**src/rtl/cons_inject_sched.sv**
```systemverilog
// Console input scheduler: merges live UART bytes and a scripted command FIFO
// into the console FIFO write port, with boot gating and inter-character pacing.
module cons_inject_sched #(
  parameter int         DEPTH    = 16,
  parameter int         AW       = 4,
  parameter int         CHAR_GAP = 50000,
  parameter logic [7:0] END_CHAR = 8'h23
) (
  input  logic          clk,
  input  logic          RST_X,
  input  logic [63:0]   w_mtime,
  input  logic [63:0]   min_time,
  input  logic          r_consf_en,
  input  logic          uart_rx_valid,
  input  logic [7:0]    uart_rx_data,
  output logic          uart_rx_ready,
  input  logic          cmd_wr_en,
  input  logic [7:0]    cmd_wr_data,
  output logic [AW:0]   cmd_count,
  output logic          cmd_full,
  output logic          cmd_overflow,
  output logic          cmd_done,
  output logic          we,
  output logic [7:0]    key,
  output logic          boot_done,
  output logic          busy
);

  // state | meaning
  // IDLE  | waiting for a live or scripted grant
  // ISSUE | we asserted for the granted byte
  // GAP   | inter-character pacing, no grants
  typedef enum logic [1:0] {IDLE, ISSUE, GAP} state_t;

  localparam int GW = (CHAR_GAP > 1) ? $clog2(CHAR_GAP) : 1;

  state_t          state;
  logic [7:0]      mem [DEPTH];
  logic [AW-1:0]   wr_ptr, rd_ptr;
  logic [GW-1:0]   gap_cnt;
  logic            push, pop, live_go, cmd_empty;
  logic [7:0]      head;

  // Gated by reset so the live port never looks ready while held in reset.
  assign uart_rx_ready = RST_X & (state == IDLE) & ~r_consf_en;
  assign live_go       = uart_rx_valid & uart_rx_ready;
  assign cmd_full      = (cmd_count == (AW+1)'(DEPTH));
  assign cmd_empty     = (cmd_count == '0);
  assign push          = cmd_wr_en & ~cmd_full;
  assign pop           = ~live_go & boot_done & ~cmd_empty & ~r_consf_en & (state == IDLE);
  assign head          = mem[rd_ptr];
  assign busy          = (state != IDLE);

  always_ff @(posedge clk) begin
    if (push) mem[wr_ptr] <= cmd_wr_data;
  end

  always_ff @(posedge clk or negedge RST_X) begin
    if (!RST_X) begin
      wr_ptr       <= '0;
      rd_ptr       <= '0;
      cmd_count    <= '0;
      cmd_overflow <= 1'b0;
      boot_done    <= 1'b0;
    end else begin
      if (push) wr_ptr <= wr_ptr + 1'b1;
      if (pop)  rd_ptr <= rd_ptr + 1'b1;
      if (push && !pop)      cmd_count <= cmd_count + 1'b1;
      else if (!push && pop) cmd_count <= cmd_count - 1'b1;
      if (cmd_wr_en && cmd_full) cmd_overflow <= 1'b1;
      if (w_mtime >= min_time)   boot_done    <= 1'b1;
    end
  end

  always_ff @(posedge clk or negedge RST_X) begin
    if (!RST_X) begin
      state    <= IDLE;
      gap_cnt  <= '0;
      we       <= 1'b0;
      key      <= '0;
      cmd_done <= 1'b0;
    end else begin
      we       <= 1'b0;
      cmd_done <= 1'b0;
      case (state)
        IDLE: begin
          if (live_go) begin
            key   <= uart_rx_data;
            we    <= 1'b1;
            state <= ISSUE;
          end else if (pop) begin
            // The terminator is swallowed here and never reaches the console.
            if (head != END_CHAR) begin
              key   <= head;
              we    <= 1'b1;
              state <= ISSUE;
            end else begin
              cmd_done <= 1'b1;
            end
          end
        end
        ISSUE: begin
          if (CHAR_GAP == 0) begin
            state <= IDLE;
          end else begin
            gap_cnt <= GW'(CHAR_GAP - 1);
            state   <= GAP;
          end
        end
        GAP: begin
          if (gap_cnt == '0) state   <= IDLE;
          else               gap_cnt <= gap_cnt - 1'b1;
        end
        default: state <= IDLE;
      endcase
    end
  end

endmodule

```
**config.mk**
```make
export PLATFORM = sky130hd
export DESIGN_NAME = cons_inject_sched
export DESIGN_NICKNAME = d
export VERILOG_FILES = /design/src/rtl/cons_inject_sched.sv
export SDC_FILE = /design/constraint.sdc
export NUM_CORES = 1
export LEC_CHECK = 0
export CAP_MARGIN = 20
export CORE_MARGIN = 3
export CORE_UTILIZATION = 44
export CTS_CLUSTER_SIZE = 40
export DETAILED_ROUTE_END_ITERATION = 10
export GPL_TIMING_DRIVEN = 0
export PLACE_DENSITY = 0.7
export SETUP_SLACK_MARGIN = 0.05
export SLEW_MARGIN = 40
export SYNTH_ARGS = -nofsm -noshare
export SYNTH_HDL_FRONTEND = slang
export SYNTH_SLANG_ARGS = --single-unit
```
**constraint.sdc**
```tcl
create_clock -name clk -period 4.5 [get_ports clk]
set_input_delay 0.9 -clock clk [delete_from_list [all_inputs] [get_ports clk]]
set_output_delay 0.9 -clock clk [all_outputs]
set_load 0.02 [all_outputs]
```
# --- After elaboration in Yosys (flattened, before gate mapping) ---
# Memories as Yosys holds them, arrays and structs flattened.
# Cells that the tools add are included.
classes:
  add_sub_neg: 5
  magnitude_cmp: 1
  eq_ne: 8
  muxes: 22
  bitwise_logic: 12
  reduce_logical: 16
ops:
  columns: ["operator", "count"]
  rows:
  - ["greater-or-equal comparator 64 bit", 1]
  - ["one-hot mux 16 bit (2 select lines)", 1]
  - ["two-way mux 8 bit", 3]
  - ["logical NOT 16 bit", 1]
  - ["two-way mux 16 bit", 1]
  - ["subtractor 16 x 1 -> 16 bit (second input constant)", 1]
  - ["two-way mux 1 bit", 10]
  - ["two-way mux 5 bit", 2]
  - ["nonzero test 2 bit", 5]
  - ["adder 4 x 1 -> 4 bit (second input constant)", 2]
  - ["AND 1 bit", 8]
  - ["two-way mux 2 bit", 4]
  - ["!= test 8 x 6 -> 1 bit (second input constant)", 1]
  - ["one-hot mux 2 bit (3 select lines)", 1]
  - ["AND reduction 3 bit", 2]
  - ["adder 5 x 1 -> 5 bit (second input constant)", 1]
  - ["equality test 5 bit (second input constant)", 1]
  - ["logical NOT 5 bit", 1]
  - ["subtractor 5 x 1 -> 5 bit (second input constant)", 1]
  - ["!= test 2 bit (second input constant)", 2]
  - ["inverter 1 bit", 4]
  - ["logical AND 1 bit", 3]
  - ["!= test 3 x 2 -> 1 bit (second input constant)", 1]
  - ["!= test 3 bit (second input constant)", 1]
  - ["5 further kinds", 6]
totals:
  register_bits: 43
  ram_bits: 128
  input_bits: 149
  output_inout_bits: 20
  mem_count: 1
memory_table:
  columns: ["name", "depth", "word_bits", "rd", "rd_clocked_by_memory_dff", "write_ports", "line", "rtl"]
  rows:
  - ["mem", 16, 8, 1, 0, 1, "38", "logic [7:0] mem [DEPTH];"]

# --- Depth between registers and ports, before layout ---
depth:
  depth_word: 12
  depth_mapped: 15
  depth_no_buf: 13

# --- Least setup slack after synthesis ---
# No wires, ideal clock.
synth_timing:
  path_kind: "in2reg"
  start: "in r_consf_en"
  end: "reg cmd_count[4]"
  setup_ps: 131
  arrival_time_ps: 3584
  required_ps: 4369
  setup_slack_ps: 784
  cell_stages: 13
  cell_sequence: "nor3b_1 > and2_1 > clkbuf_2 > or3_1 > buf_2 > ha_1 > inv_1 > fa_1 > a21o_1 > a21oi_1 > xnor2_1 > nor2_1 > xor2_1"
synth_via:
  elab_chain_len: 11
synth_lines:
  columns: ["item", "line", "rtl"]
  rows:
  - ["from (decl)", "13", "input logic r_consf_en,"]
  - ["inverter 1 bit *", "45, 50", null]
  - ["AND 1 bit", "45", "assign uart_rx_ready = RST_X & (state == IDLE) & ~r_consf_en;"]
  - ["AND 1 bit", "46", "assign live_go = uart_rx_valid & uart_rx_ready;"]
  - ["inverter 1 bit", "50", "assign pop = ~live_go & boot_done & ~cmd_empty & ~r_consf_en & (state == IDLE);"]
  - ["AND 1 bit (2 in a row)", "50", null]
  - ["AND 1 bit * (2 in a row)", "50", null]
  - ["logical NOT 1 bit", "68", "if (push && !pop) cmd_count <= cmd_count + 1'b1;"]
  - ["logical AND 1 bit", "68", null]
  - ["two-way mux 5 bit / nonzero test 2 bit (equally long branches)", null, null]
  - ["to (signal assigned)", "68", null]
  - ["to (signal assigned)", "69", "else if (!push && pop) cmd_count <= cmd_count - 1'b1;"]
  - ["to (decl)", "19", "output logic [AW:0] cmd_count,"]
# Mark *: on every way between the ends. The rest lies on a longest branch, timed or not.
# A chain may end at the register's enable or synchronous reset.

# --- Worst setup path in the final report ---
layout_timing:
  start: "in RST_X"
  end: "reg cmd_count[4]"
layout_via:
  elab_chain_len: 11
layout_lines:
  columns: ["item", "line", "rtl"]
  rows:
  - ["from (decl)", "10", "input logic RST_X,"]
  - ["AND 1 bit * (2 in a row)", "45", null]
  - ["AND 1 bit *", "46", null]
  - ["inverter 1 bit *", "50", null]
  - ["AND 1 bit * (4 in a row)", "50", null]
  - ["logical NOT 1 bit", "68", null]
  - ["logical AND 1 bit", "68", null]
  - ["two-way mux 5 bit / nonzero test 2 bit (equally long branches)", null, null]
# Marked as above.

==> metrics.csv <==
metric,value,unit
vias in the first global route,6478,
initial standard-cell utilization of the core,45.7,%
Detail Route Antenna Nets,0,
power per unit of standard cell area,496,nW/um2
Clock Sink Count,171,
total routing usage reported by global routing,21.4,%
Die Y-Extent,146,um
Mapped Cells,640,
Critical Path RT,4.81,ns
length of the first detailed-routing pass in iterations,4,
fraction of registers with async set/reset,25.1,%
netlist area before placement,8680,um2
"flops & latches, synth",171,
cell at the root of the clock tree,sky130_fd_sc_hd__clkbuf_16,
number of placed instances with taps included,1072,
maximum buffer depth of the clock tree,2,
number of buffers inserted by port buffering,168,
startpoint types,input pin,
clock buffers created by TritonCTS,17,
Post-CTS Hold Fix Bufs,0,
maximum net fanout on the critical path,44,
total power consumption of the routed design,5.63,mW
share of synthesized area occupied by flip-flops and latches,56.6,%
category of the worst setup path capture point,flop,
average instance area after synthesis,13.6,um2
via count of the routed design,6032,
initial detailed-routing violation count,322,
Synth-to-Final Area Change,30.6,%
post-route DRC violation count,0,
run status,completed,
grt total ovfl,0,
number of cell rows,50,
data arrival time of the worst path,4.09,ns
Fin Clk Skew,0.0116,ns
GPL Wtd Cong,0.871,
final standard cell count with taps included and fillers excluded,1104,
die outline area,21500,um2
leakage power summed over all cells,4.47,nW
combinational power share,37.1,%
final slew viol count,0,
Sw Pwr,1.89,mW
wire length of the first global-routing pass,35600,um
total length of routed wires,22400,um
Finished Cell Area,11300,um2
Tmin final,3.79,ns
Setup-failing EPs final,0,
Peak VDD IR,0.000406,V
portion of total power attributed to the clock network,25.4,%
worst-skew pair later-pin latency,0.43,ns
number of warnings issued by yosys,0,
Syn Nets,864,
switching share of power,33.5,%
maximum number of pins on one net before global-route repair,45,
antenna violations before repair,2,
post-CTS setup repair buffer count,0,
Filler cells,1583,
post-cts sizing count,0,
FF-to-FF Start,state[1],
worst reg2reg path depth,15,
Post-Place Cell Area,10800,um2
Final Worst Setup Slack,0.714,ns
setup repair after global routing missed its margin,no,
ys flop type,sky130_fd_sc_hd__edfxtp_1,
number of max-cap violations,0,
clock-pin transition on the worst setup and hold timing paths,0.07,ns
remaining max-slew budget at the tightest pin,46.5,%
H-tree depth,4,
launch point of the critical path,RST_X,
Hold/Removal Path Class,in2async,
die boundary width,146,um
via/cell ratio,5.46,
worst r2r dst,cmd_count[4],
number of hold violations in the final report,0,
transition time at the pin with the least slew margin,0.800,ns
Internal Pwr Total,3.74,mW
critical path class,in2reg,
average wire length per cell after detail routing,20.3,um
TritonCTS clock tree,built,
share of power burned in registers,37.4,%
Tcrit/Tclk final,84.1,%
count of different cell masters after synthesis,63,
DP Wirelength,16900,um
worst-case setup slack after placement,0.278,ns
reg-to-reg setup timing slack,0.90,ns
layout cell share with drive strength beyond 1,10.3,%
I/O pin cnt,169,
core region area,19000,um2
"Net count, final",1055,
fmax,264,MHz
number of enable-type register cells in the synthesized netlist,128,
## stage by stage
stage	setup TNS (ns)	util, %	hold WS, ns
final	0	59.6	0.476
after global routing	0	59.6	0.498
after CTS	0	59.6	0.476
after detailed placement	0	56.6	0.487
after global placement	-4.17	56.2	0.467
after floorplan	0	-	0.445
## worst max-delay path by stage
stage	to	slack, ns	cells after the start
after floorplan	cmd_count[4]	0.78	13
after global placement	cmd_count[4]	-1.10	14
after detailed placement	cmd_count[4]	0.28	14
after CTS	cmd_count[4]	0.72	14
after global routing	cmd_count[4]	0.43	14
final	cmd_count[4]	0.71	14
## power by group through the flow
stage / combinational (mW) / clock [mW] / sequential [mW]
after floorplan: 1.24 / 0 / 2.18
after global placement: 1.98 / 0 / 2.12
after detailed placement: 2.08 / 0 / 2.14
after CTS: 2.10 / 1.45 / 2.11
after global routing: 2.28 / 1.52 / 2.13
final: 2.09 / 1.43 / 2.11
## area by class of cell
type,instances,area [um2],share of cell area (%)
Timing Repair Buffer,172,1710,15.1
Buffer,16,108,0.949
Clock inverter,13,145,1.28
Sequential cell,171,4920,43.4
Tap cell,260,325,2.87
Antenna cell,2,5.00,0.0441
Clock buffer,17,425,3.75
Inverter,76,285,2.52
Multi-Input combinational cell,377,3420,30.1
## layout by cell type, fill, tap and decap left out, drive strengths merged, types with 4 or more instances in the layout
| cell type | Yosys | routed |
|---|---|---|
| a21o | 17 | 17 |
| a21oi | 20 | 20 |
| a221o | 9 | 9 |
| a22oi | 11 | 11 |
| and2 | 7 | 7 |
| and3 | 4 | 4 |
| buf | 12 | 17 |
| clkbuf | 4 | 21 |
| clkdlybuf4s50 | 0 | 167 |
| clkinv | 0 | 6 |
| dfrtp | 43 | 43 |
| edfxtp | 128 | 128 |
| ha | 74 | 74 |
| inv | 76 | 79 |
| mux4 | 32 | 32 |
| nand2 | 34 | 34 |
| nand2b | 10 | 10 |
| nand3 | 6 | 6 |
| nand4 | 15 | 15 |
| nor2 | 33 | 33 |
| nor2b | 6 | 6 |
| nor3 | 11 | 11 |
| nor4 | 4 | 4 |
| o211ai | 4 | 4 |
| o21ai | 22 | 22 |
| or3 | 5 | 5 |
| xnor2 | 12 | 12 |
| xor2 | 4 | 4 |
## routing by layer
metal,global-route usage [%],up-vias,part of all wire (%)
met1,26.2,2967,41
li1,-,2813,-
met5,0,-,0
met3,5.00,27,6.0
met2,37.7,225,51
met4,6.73,0,1.9
## kinds of logic after synthesis
group / after synthesis / share of synthesized area [%]
buffers and inverters: 92 / 4.52
multiplexers: 34 / 8.98
AND/OR/NAND/NOR: 146 / 8.64
flip-flops: 171 / 56.6
XOR/XNOR: 16 / 1.61
AO/OA/AOI/OAI: 106 / 8.70
adder cells (fa/ha/maj): 75 / 10.9
## synth_stat cells, types with 2 or more instances
library cell                count  area [um2]
sky130_fd_sc_hd__o211ai_1       4        30.0
sky130_fd_sc_hd__a2111oi_0      3        26.3
sky130_fd_sc_hd__and2_1         7        43.8
sky130_fd_sc_hd__o21ai_1        2        10.0
sky130_fd_sc_hd__xor2_1         4        35.0
sky130_fd_sc_hd__a22o_1         3        26.3
sky130_fd_sc_hd__nor2_1        33         124
sky130_fd_sc_hd__and3_1         4        25.0
sky130_fd_sc_hd__a21oi_1       20         100
sky130_fd_sc_hd__nand4_1       15        93.8
sky130_fd_sc_hd__buf_12         2        40.0
sky130_fd_sc_hd__ha_1          74         926
sky130_fd_sc_hd__a21o_1        17         128
sky130_fd_sc_hd__nand3_1        6        30.0
sky130_fd_sc_hd__nand2_1       34         128
sky130_fd_sc_hd__xnor2_1       12         105
sky130_fd_sc_hd__buf_1          6        22.5
sky130_fd_sc_hd__a211oi_1       2        15.0
sky130_fd_sc_hd__a221oi_1       2        17.5
sky130_fd_sc_hd__nand3b_1       2        15.0
sky130_fd_sc_hd__inv_2          4        15.0
sky130_fd_sc_hd__a221o_1        9        90.1
sky130_fd_sc_hd__or3_1          5        31.3
sky130_fd_sc_hd__a22oi_1       11        82.6
sky130_fd_sc_hd__inv_1         72         270
sky130_fd_sc_hd__nor4_1         3        18.8
sky130_fd_sc_hd__o311ai_1       2        17.5
sky130_fd_sc_hd__mux4_1        10         263
sky130_fd_sc_hd__dfrtp_1       43        1080
sky130_fd_sc_hd__clkbuf_1       3        11.3
sky130_fd_sc_hd__buf_2          2        10.0
sky130_fd_sc_hd__o31ai_1        2        15.0
sky130_fd_sc_hd__nor3_1        11        55.1
sky130_fd_sc_hd__nand2b_1      10        62.6
sky130_fd_sc_hd__mux4_2        22         495
sky130_fd_sc_hd__edfxtp_1     128        3840
sky130_fd_sc_hd__o21ai_0       19        95.1
sky130_fd_sc_hd__nor2b_1        6        37.5
sky130_fd_sc_hd__or4_1          2        15.0
## critical path: stages
cell,delay [ns]
sky130_fd_sc_hd__buf_4,0.46
sky130_fd_sc_hd__nor3b_1,0.46
sky130_fd_sc_hd__and2_1,0.20
sky130_fd_sc_hd__clkbuf_2,0.21
sky130_fd_sc_hd__or3_1,0.13
sky130_fd_sc_hd__buf_2,0.25
sky130_fd_sc_hd__ha_1,0.23
sky130_fd_sc_hd__inv_1,0.11
sky130_fd_sc_hd__fa_1,0.42
sky130_fd_sc_hd__a21o_1,0.19
sky130_fd_sc_hd__a21oi_1,0.17
sky130_fd_sc_hd__xnor2_1,0.13
sky130_fd_sc_hd__nor2_1,0.06
sky130_fd_sc_hd__xor2_1,0.15
## registers in the layout, summed over array words and instances, names as in the netlist
register      count
rd_ptr            4
gap_cnt          16
key               8
wr_ptr            4
state             2
we                1
cmd_count         5
cmd_done          1
cmd_overflow      1
mem             128
boot_done         1
Note: power is estimated with default switching activity, not from simulation.
